==> config.mk <==
export PLATFORM = sky130hd
export DESIGN_NAME = led_blink_monitor
export DESIGN_NICKNAME = d
export VERILOG_FILES = /design/src/rtl/led_blink_monitor_pkg.sv /design/src/rtl/led_blink_monitor_edge_sync.sv /design/src/rtl/led_blink_monitor.sv
export SDC_FILE = /design/constraint.sdc
export NUM_CORES = 1
export LEC_CHECK = 0
export ABC_AREA = 1
export BUFFER_PORTS_ARGS = -buffer_cell sky130_fd_sc_hd__buf_2
export CAP_MARGIN = 25
export CORE_ASPECT_RATIO = 0.75
export CORE_MARGIN = 3
export CORE_UTILIZATION = 30
export CTS_BUF_LIST = sky130_fd_sc_hd__clkbuf_16
export DETAILED_ROUTE_END_ITERATION = 8
export PLACE_DENSITY_LB_ADDON = 0.1
export SLEW_MARGIN = 20
export SYNTH_ARGS = -nofsm -noshare
export SYNTH_HDL_FRONTEND = slang
export SYNTH_SLANG_ARGS = --single-unit
==> constraint.sdc <==
create_clock -name clk_i -period 5.8 [get_ports clk_i]
set_clock_uncertainty 0.05 [all_clocks]
set_input_delay 0 -clock clk_i [delete_from_list [all_inputs] [get_ports clk_i]]
set_output_delay 0 -clock clk_i [all_outputs]
set_load 0.01 [all_outputs]
==> src/rtl/led_blink_monitor_pkg.sv <==
// -----------------------------------------------------------------------------
// led_blink_monitor_pkg
// Shared definitions for the LED blink monitor.
//   - mon_state_e     : monitor FSM states (ARM / HIGH / LOW / STUCK)
//   - SYNC_DEPTH      : number of flops in the LED input synchronizer
//   - DEFAULT_TIMEOUT : default idle time, in cycles, before STUCK asserts
// Optional build macro used by the monitor: BLINK_MON_DEBOUNCE_EN.
// -----------------------------------------------------------------------------
package led_blink_monitor_pkg;

  typedef enum logic [1:0] {
    ST_ARM   = 2'd0,  // waiting for the first reference rise
    ST_HIGH  = 2'd1,  // line high, high-time counter running
    ST_LOW   = 2'd2,  // line low, next rise closes a period
    ST_STUCK = 2'd3   // no edge for TIMEOUT cycles
  } mon_state_e;

  localparam int unsigned SYNC_DEPTH      = 2;
  localparam int unsigned DEFAULT_TIMEOUT = 1024;

endpackage

==> src/rtl/led_blink_monitor_edge_sync.sv <==
// -----------------------------------------------------------------------------
// led_blink_monitor_edge_sync
// Brings the asynchronous LED line into the clock domain and produces
// registered one-cycle rise/fall pulses plus the accepted line level.
// Build macro BLINK_MON_DEBOUNCE_EN: when defined, a new level is accepted
// only after DEB_LEN consecutive synchronized samples differ from the current
// level; shorter pulses never produce an edge.
// Ports:
//   clk_i   in  clock
//   rst_i   in  asynchronous active-high reset
//   led_i   in  raw blink line (asynchronous)
//   rise_o  out one-cycle pulse on an accepted 0->1 change
//   fall_o  out one-cycle pulse on an accepted 1->0 change
//   level_o out currently accepted line level
// -----------------------------------------------------------------------------
module led_blink_monitor_edge_sync
  import led_blink_monitor_pkg::*;
#(
  parameter int unsigned DEB_LEN = 4
) (
  input  logic clk_i,
  input  logic rst_i,
  input  logic led_i,
  output logic rise_o,
  output logic fall_o,
  output logic level_o
);

`ifdef BLINK_MON_DEBOUNCE_EN
  localparam bit DEB_EN = 1'b1;
`else
  localparam bit DEB_EN = 1'b0;
`endif
  // Without the filter a single differing sample is enough.
  localparam int unsigned FILT_LEN = DEB_EN ? DEB_LEN : 32'd1;
  localparam int unsigned DW       = $clog2(FILT_LEN + 1);
  localparam logic [DW-1:0] DEB_LAST = DW'(FILT_LEN - 1);

  logic [SYNC_DEPTH-1:0] sync_q;
  logic [DW-1:0]         deb_q;
  logic                  lvl_q;
  logic                  rise_q;
  logic                  fall_q;
  logic                  sync_lvl;
  logic                  accept;

  assign sync_lvl = sync_q[SYNC_DEPTH-1];
  assign accept   = (sync_lvl != lvl_q) && (deb_q == DEB_LAST);

  // Metastability synchronizer on the raw LED line.
  always_ff @(posedge clk_i or posedge rst_i) begin
    if (rst_i) begin
      sync_q <= '0;
    end else begin
      sync_q <= {sync_q[SYNC_DEPTH-2:0], led_i};
    end
  end

  // Run-length counter of samples that disagree with the accepted level.
  always_ff @(posedge clk_i or posedge rst_i) begin
    if (rst_i) begin
      deb_q <= '0;
    end else if ((sync_lvl == lvl_q) || accept) begin
      deb_q <= '0;
    end else begin
      deb_q <= deb_q + 1'b1;
    end
  end

  // Accepted level and registered edge pulses.
  always_ff @(posedge clk_i or posedge rst_i) begin
    if (rst_i) begin
      lvl_q  <= 1'b0;
      rise_q <= 1'b0;
      fall_q <= 1'b0;
    end else begin
      rise_q <= accept & sync_lvl;
      fall_q <= accept & ~sync_lvl;
      if (accept) begin
        lvl_q <= sync_lvl;
      end
    end
  end

  assign rise_o  = rise_q;
  assign fall_o  = fall_q;
  assign level_o = lvl_q;

endmodule

==> src/rtl/led_blink_monitor.sv <==
// -----------------------------------------------------------------------------
// led_blink_monitor
// Measures an asynchronous blink line: period (rise to rise), high time and
// number of rises, all in clk_i cycles, and flags a line that stops toggling.
// Build macro BLINK_MON_DEBOUNCE_EN enables the input debounce filter.
// Ports:
//   clk_i        in  clock
//   rst_i        in  asynchronous active-high reset
//   led_i        in  blink line, asynchronous to clk_i
//   period_o     out last rise-to-rise distance (saturating, CNT_W bits)
//   high_time_o  out last high-phase length (saturating, CNT_W bits)
//   period_vld_o out one-cycle pulse when period_o/high_time_o update
//   blink_cnt_o  out qualified rises since reset (wraps, BCNT_W bits)
//   stuck_o      out line has not changed for TIMEOUT cycles
//   stuck_lvl_o  out level the line is stuck at (valid while stuck_o=1)
// -----------------------------------------------------------------------------
module led_blink_monitor
  import led_blink_monitor_pkg::*;
#(
  parameter int unsigned CNT_W   = 32,
  parameter int unsigned BCNT_W  = 16,
  parameter int unsigned TIMEOUT = DEFAULT_TIMEOUT,
  parameter int unsigned DEB_LEN = 4
) (
  input  logic              clk_i,
  input  logic              rst_i,
  input  logic              led_i,
  output logic [CNT_W-1:0]  period_o,
  output logic [CNT_W-1:0]  high_time_o,
  output logic              period_vld_o,
  output logic [BCNT_W-1:0] blink_cnt_o,
  output logic              stuck_o,
  output logic              stuck_lvl_o
);

  // Idle counter is sized from TIMEOUT so it is independent of CNT_W.
  localparam int unsigned     IDLE_W   = $clog2(TIMEOUT + 1);
  localparam logic [IDLE_W-1:0] IDLE_MAX = IDLE_W'(TIMEOUT);
  localparam logic [CNT_W-1:0]  CNT_ONE  = CNT_W'(1);

  mon_state_e        state_q;
  logic [CNT_W-1:0]  period_cnt_q;
  logic [CNT_W-1:0]  high_cnt_q;
  logic [IDLE_W-1:0] idle_q;
  logic [CNT_W-1:0]  period_q;
  logic [CNT_W-1:0]  high_time_q;
  logic              period_vld_q;
  logic [BCNT_W-1:0] blink_cnt_q;
  logic              stuck_q;
  logic              stuck_lvl_q;

  logic [CNT_W-1:0]  period_cnt_d;
  logic [CNT_W-1:0]  high_cnt_d;
  logic [IDLE_W-1:0] idle_d;
  logic              rise;
  logic              fall;
  logic              level;
  logic              any_edge;
  logic              timeout;

  led_blink_monitor_edge_sync #(
    .DEB_LEN (DEB_LEN)
  ) u_edge_sync (
    .clk_i   (clk_i),
    .rst_i   (rst_i),
    .led_i   (led_i),
    .rise_o  (rise),
    .fall_o  (fall),
    .level_o (level)
  );

  // Saturating increments; the idle counter never passes IDLE_MAX.
  assign period_cnt_d = (&period_cnt_q) ? period_cnt_q : period_cnt_q + 1'b1;
  assign high_cnt_d   = (&high_cnt_q) ? high_cnt_q : high_cnt_q + 1'b1;
  assign idle_d       = (idle_q == IDLE_MAX) ? idle_q : idle_q + 1'b1;
  assign any_edge     = rise | fall;
  // An edge in the same cycle always beats the timeout.
  assign timeout      = ~any_edge && (idle_q != IDLE_MAX) && (idle_d == IDLE_MAX);

  // Monitor FSM together with its counters and registered outputs.
  always_ff @(posedge clk_i or posedge rst_i) begin
    if (rst_i) begin
      state_q      <= ST_ARM;
      period_cnt_q <= '0;
      high_cnt_q   <= '0;
      idle_q       <= '0;
      period_q     <= '0;
      high_time_q  <= '0;
      period_vld_q <= 1'b0;
      blink_cnt_q  <= '0;
      stuck_q      <= 1'b0;
      stuck_lvl_q  <= 1'b0;
    end else begin
      period_vld_q <= 1'b0;
      period_cnt_q <= rise ? CNT_ONE : period_cnt_d;
      idle_q       <= any_edge ? '0 : idle_d;
      if (rise) begin
        blink_cnt_q <= blink_cnt_q + 1'b1;
      end
      if (timeout) begin
        state_q     <= ST_STUCK;
        stuck_q     <= 1'b1;
        stuck_lvl_q <= level;
      end else begin
        case (state_q)
          ST_ARM: begin
            if (rise) begin
              state_q    <= ST_HIGH;
              high_cnt_q <= CNT_ONE;
            end
          end
          ST_HIGH: begin
            // High time freezes at the fall and is read at the next rise.
            if (fall) begin
              state_q <= ST_LOW;
            end else begin
              high_cnt_q <= high_cnt_d;
            end
          end
          ST_LOW: begin
            if (rise) begin
              state_q      <= ST_HIGH;
              period_q     <= period_cnt_q;
              high_time_q  <= high_cnt_q;
              period_vld_q <= 1'b1;
              high_cnt_q   <= CNT_ONE;
            end
          end
          ST_STUCK: begin
            // Any edge leaves STUCK, but the next period has no reference.
            if (any_edge) begin
              state_q <= ST_ARM;
              stuck_q <= 1'b0;
            end
          end
          default: begin
            state_q <= ST_ARM;
          end
        endcase
      end
    end
  end

  assign period_o     = period_q;
  assign high_time_o  = high_time_q;
  assign period_vld_o = period_vld_q;
  assign blink_cnt_o  = blink_cnt_q;
  assign stuck_o      = stuck_q;
  assign stuck_lvl_o  = stuck_lvl_q;

endmodule
==> impl_metrics.ini <==
[timing]
rsz0062_at_grt = false
finalHoldViolCount = 0
period_share_pct = 48.4
slew_violations = 0
max_freq_ghz = 0.356
holdWs_ns = 0.0472
finalSetupViolCount = 0
relSlewSlack_pct = 48.4
worst_pin_slew_ns = 0.773
final.setup.tns_ns = 0
final.min_clock_period_ns = 2.81

[finish]
drive_gt1_share_pct = 12.2
n_fill_cell = 2959
seq_area_um2 = 4150
synthToLayoutAreaGrowth_pct = 16.7
finalNonFillerCells = 1579
antenna_cells = 0
multi_input_area_um2 = 3710
final_nets = 1196

[global_route]
overflow = 0
grt_usage_pct = 17.0
antenna_found_initial = 0
grt_pass1_vias = 6911
grt_max_degree = 71
grt_first_pass_wirelength_um = 40000

[critical_path]
reg2reg_slack_ns = 2.99
cp_max_fo = 38
crit_required_ns = 6.07
arrival_ns = 3.07
endpoint_kind = flop
critPathKind = reg -> reg
start_kind = flop

[yosys]
synth_top_area_cell = dfrtp_1
synthAdderAreaFrac_pct = 0.738
syn_area_um2 = 8470
ys_warn_count = 0
syn_avg_cell_area_um2 = 7.63
syn_inst = 1110
synth_compound_area_share_pct = 5.20
synth_nets = 1118
synth_top_family_by_area = simple AND/OR/NAND/NOR gates
synth_xor_area_share_pct = 3.82
ys_top_cells_by_area = dfrtp_1 49%, nand2_1 15%, nor2_1 6.4%, inv_1 4.9%, nand3_1 4.3%
ys_types = 35
synth_seq_cells = 166
yosys.area.top_type_share_pct = 49.0
ys_seq_area_share_pct = 49.0
synthSimpleGateAreaFrac_pct = 33.7
synthMuxAreaShare_pct = 0.118

[clocking]
worstSkewPairLatency_ns = 0.43
clock_sinks = 166
cts_made_buffers = 17
clock_path_buffers = 2
h-tree-depth = 4
clkTransAtPathRegs_ns = 0.07
cts.repair.resized = 0
root_buffer = clkbuf_16
cts_tree = yes

[power_and_ir_drop]
totalPowerFinal_w = 0.00298
leakagePower_nw = 4.81
irDropWorstVdd_uv = 212
powerDensity_nw_per_um2 = 301

[floorplanning]
dieArea_um2 = 30300
fp.dieW_um = 200
start_util_pct = 30.9
rows = 52
num_io_pins = 86
dieHeight_um = 152
core-area_um2 = 27400

[outcome]
status = completed

[job]
maxCapViolations = 0

[placed_design]
gp_congestion = 0.876
dp_cells = 1544
io_buffer_count = 85
place_hpwl_um = 17600

[detailed_routing]
drtIter0Drc = 489
drtAntennaViolNets = 0
wirelength_um = 24400
wire_per_inst_um = 15.5
via_count = 7279
vias_per_cell = 4.61
route.detailed.drc = 0
dr.pass1.iters = 5

[min_path]
hold_path.class = in -> async
## what timing repair did
item	4_1_cts	5_1_grt
endpoints found under the hold margin	107	0
buffers inserted	0	0
hold buffers	2	0
## cell usage in the layout, fill, tap and decap left out, types with 6 or more instances in the layout
cell type  netlist  final
clkbuf_16        0     17
xor2_1          32     32
nor3_1          32     32
buf_4            4      7
inv_6            0      6
nand2_1        345    344
nor2_1         144    144
dfrtp_1        166    166
o31ai_1         11     11
o21ai_0         65     65
nand4_1         49     49
nand3_1         72     72
nor4_1           6      6
buf_2            4     85
inv_1          110    109
## metrics by stage
step	setup WS, ns	utilization (%)	cell area (um^2)
after floorplan	1.26	-	8470
after global placement	2.90	33.8	9250
after detailed placement	2.80	33.9	9280
after CTS	2.76	36.0	9870
after global routing	2.55	36.1	9880
final	2.99	36.1	9880
## synthesized netlist by cell type
| library cell | count |
|---|---|
| dfrtp_1 | 166 |
| buf_4 | 4 |
| xnor2_1 | 5 |
| and2_1 | 1 |
| clkbuf_1 | 23 |
| nand2_2 | 1 |
| buf_6 | 4 |
| o31ai_1 | 11 |
| o21ai_2 | 1 |
| nand4_2 | 1 |
| clkinv_1 | 4 |
| nor2_1 | 144 |
| nor4_1 | 6 |
| nand3_2 | 3 |
| nand2_1 | 345 |
| buf_1 | 2 |
| o211ai_1 | 1 |
| conb_1 | 1 |
| mux2i_1 | 1 |
| inv_2 | 2 |
| inv_1 | 110 |
| or2_2 | 3 |
| ha_1 | 5 |
| xor2_1 | 32 |
| a21oi_1 | 2 |
| nand4_1 | 49 |
| nor3_1 | 32 |
| buf_2 | 4 |
| nand3_1 | 72 |
| nor3_2 | 4 |
| o22ai_1 | 1 |
| nor3b_1 | 3 |
| nor2_2 | 1 |
| nor2_4 | 1 |
| o21ai_0 | 65 |
## routing by layer
layer	vias up	GRT usage (%)	share of wire, %
met1	3391	27.8	56
li1	3711	-	-
met3	9	4.13	6.7
met5	-	0	0
met2	168	21.8	36
met4	0	3.77	0.73
## critical path, stage by stage (launching register included)
cell and delay (ns):
dfrtp_1 0.42, ha_1 0.27, nand3_1 0.12, inv_1 0.06, nand2_1 0.09, nand2_1 0.05, nand2_1 0.05, inv_1 0.05
nand2_1 0.06, nor2_1 0.04, nand3_1 0.09, buf_4 0.37, nand3_2 0.68, nand2_1 0.22, nand2_1 0.07
## logic make-up after synthesis
kind of cell,after synthesis
buffers and inverters,153
AO/OA/AOI/OAI,81
flip-flops,166
multiplexers,1
AND/OR/NAND/NOR,666
adder cells (fa/ha/maj),5
XOR/XNOR,37
other,1
## where the power goes
group / internal [W] / switching, W
Combinational: 0.000146 / 0.000365
Sequential: 0.00124 / 0.0000966
Clock: 0.000602 / 0.000523
Total: 0.00199 / 0.000985
## flip-flops by register name, indices dropped and copies added (netlist names)
signal               count
u_edge_sync.sync_q       2
period_o                32
idle_q                  11
u_edge_sync.fall_o       1
high_time_o             32
high_cnt_q              32
state_q                  2
stuck_o                  1
u_edge_sync.level_o      1
u_edge_sync.rise_o       1
stuck_lvl_o              1
blink_cnt_o             16
period_vld_o             1
period_cnt_q            32
u_edge_sync.deb_q        1
## cell type report
| cell class | instances | share of cell area [%] |
|---|---|---|
| Inverter | 116 | 4.46 |
| Sequential cell | 166 | 42.0 |
| Multi-Input combinational cell | 791 | 37.5 |
| Tap cell | 378 | 4.78 |
| Clock buffer | 17 | 4.30 |
| Timing Repair Buffer | 96 | 5.47 |
| Clock inverter | 15 | 1.47 |
## final timing paths
path	start	end	depth (start not counted)
worst max-delay path	idle_q[0]$_DFF_PP0_	high_cnt_q[10]$_DFFE_PP0P_	14
worst min-delay path	rst_i	idle_q[7]$_DFF_PP0_	3
worst max register to register	idle_q[0]$_DFF_PP0_	high_cnt_q[10]$_DFFE_PP0P_	14
worst min register to register	u_edge_sync.sync_q[0]$_DFF_PP0_	u_edge_sync.sync_q[1]$_DFF_PP0_	0
max in group asynchronous	rst_i	high_cnt_q[10]$_DFFE_PP0P_	5
min in group clk_i	led_i	u_edge_sync.sync_q[0]$_DFF_PP0_	2
Note: power is estimated with default switching activity, not from simulation.
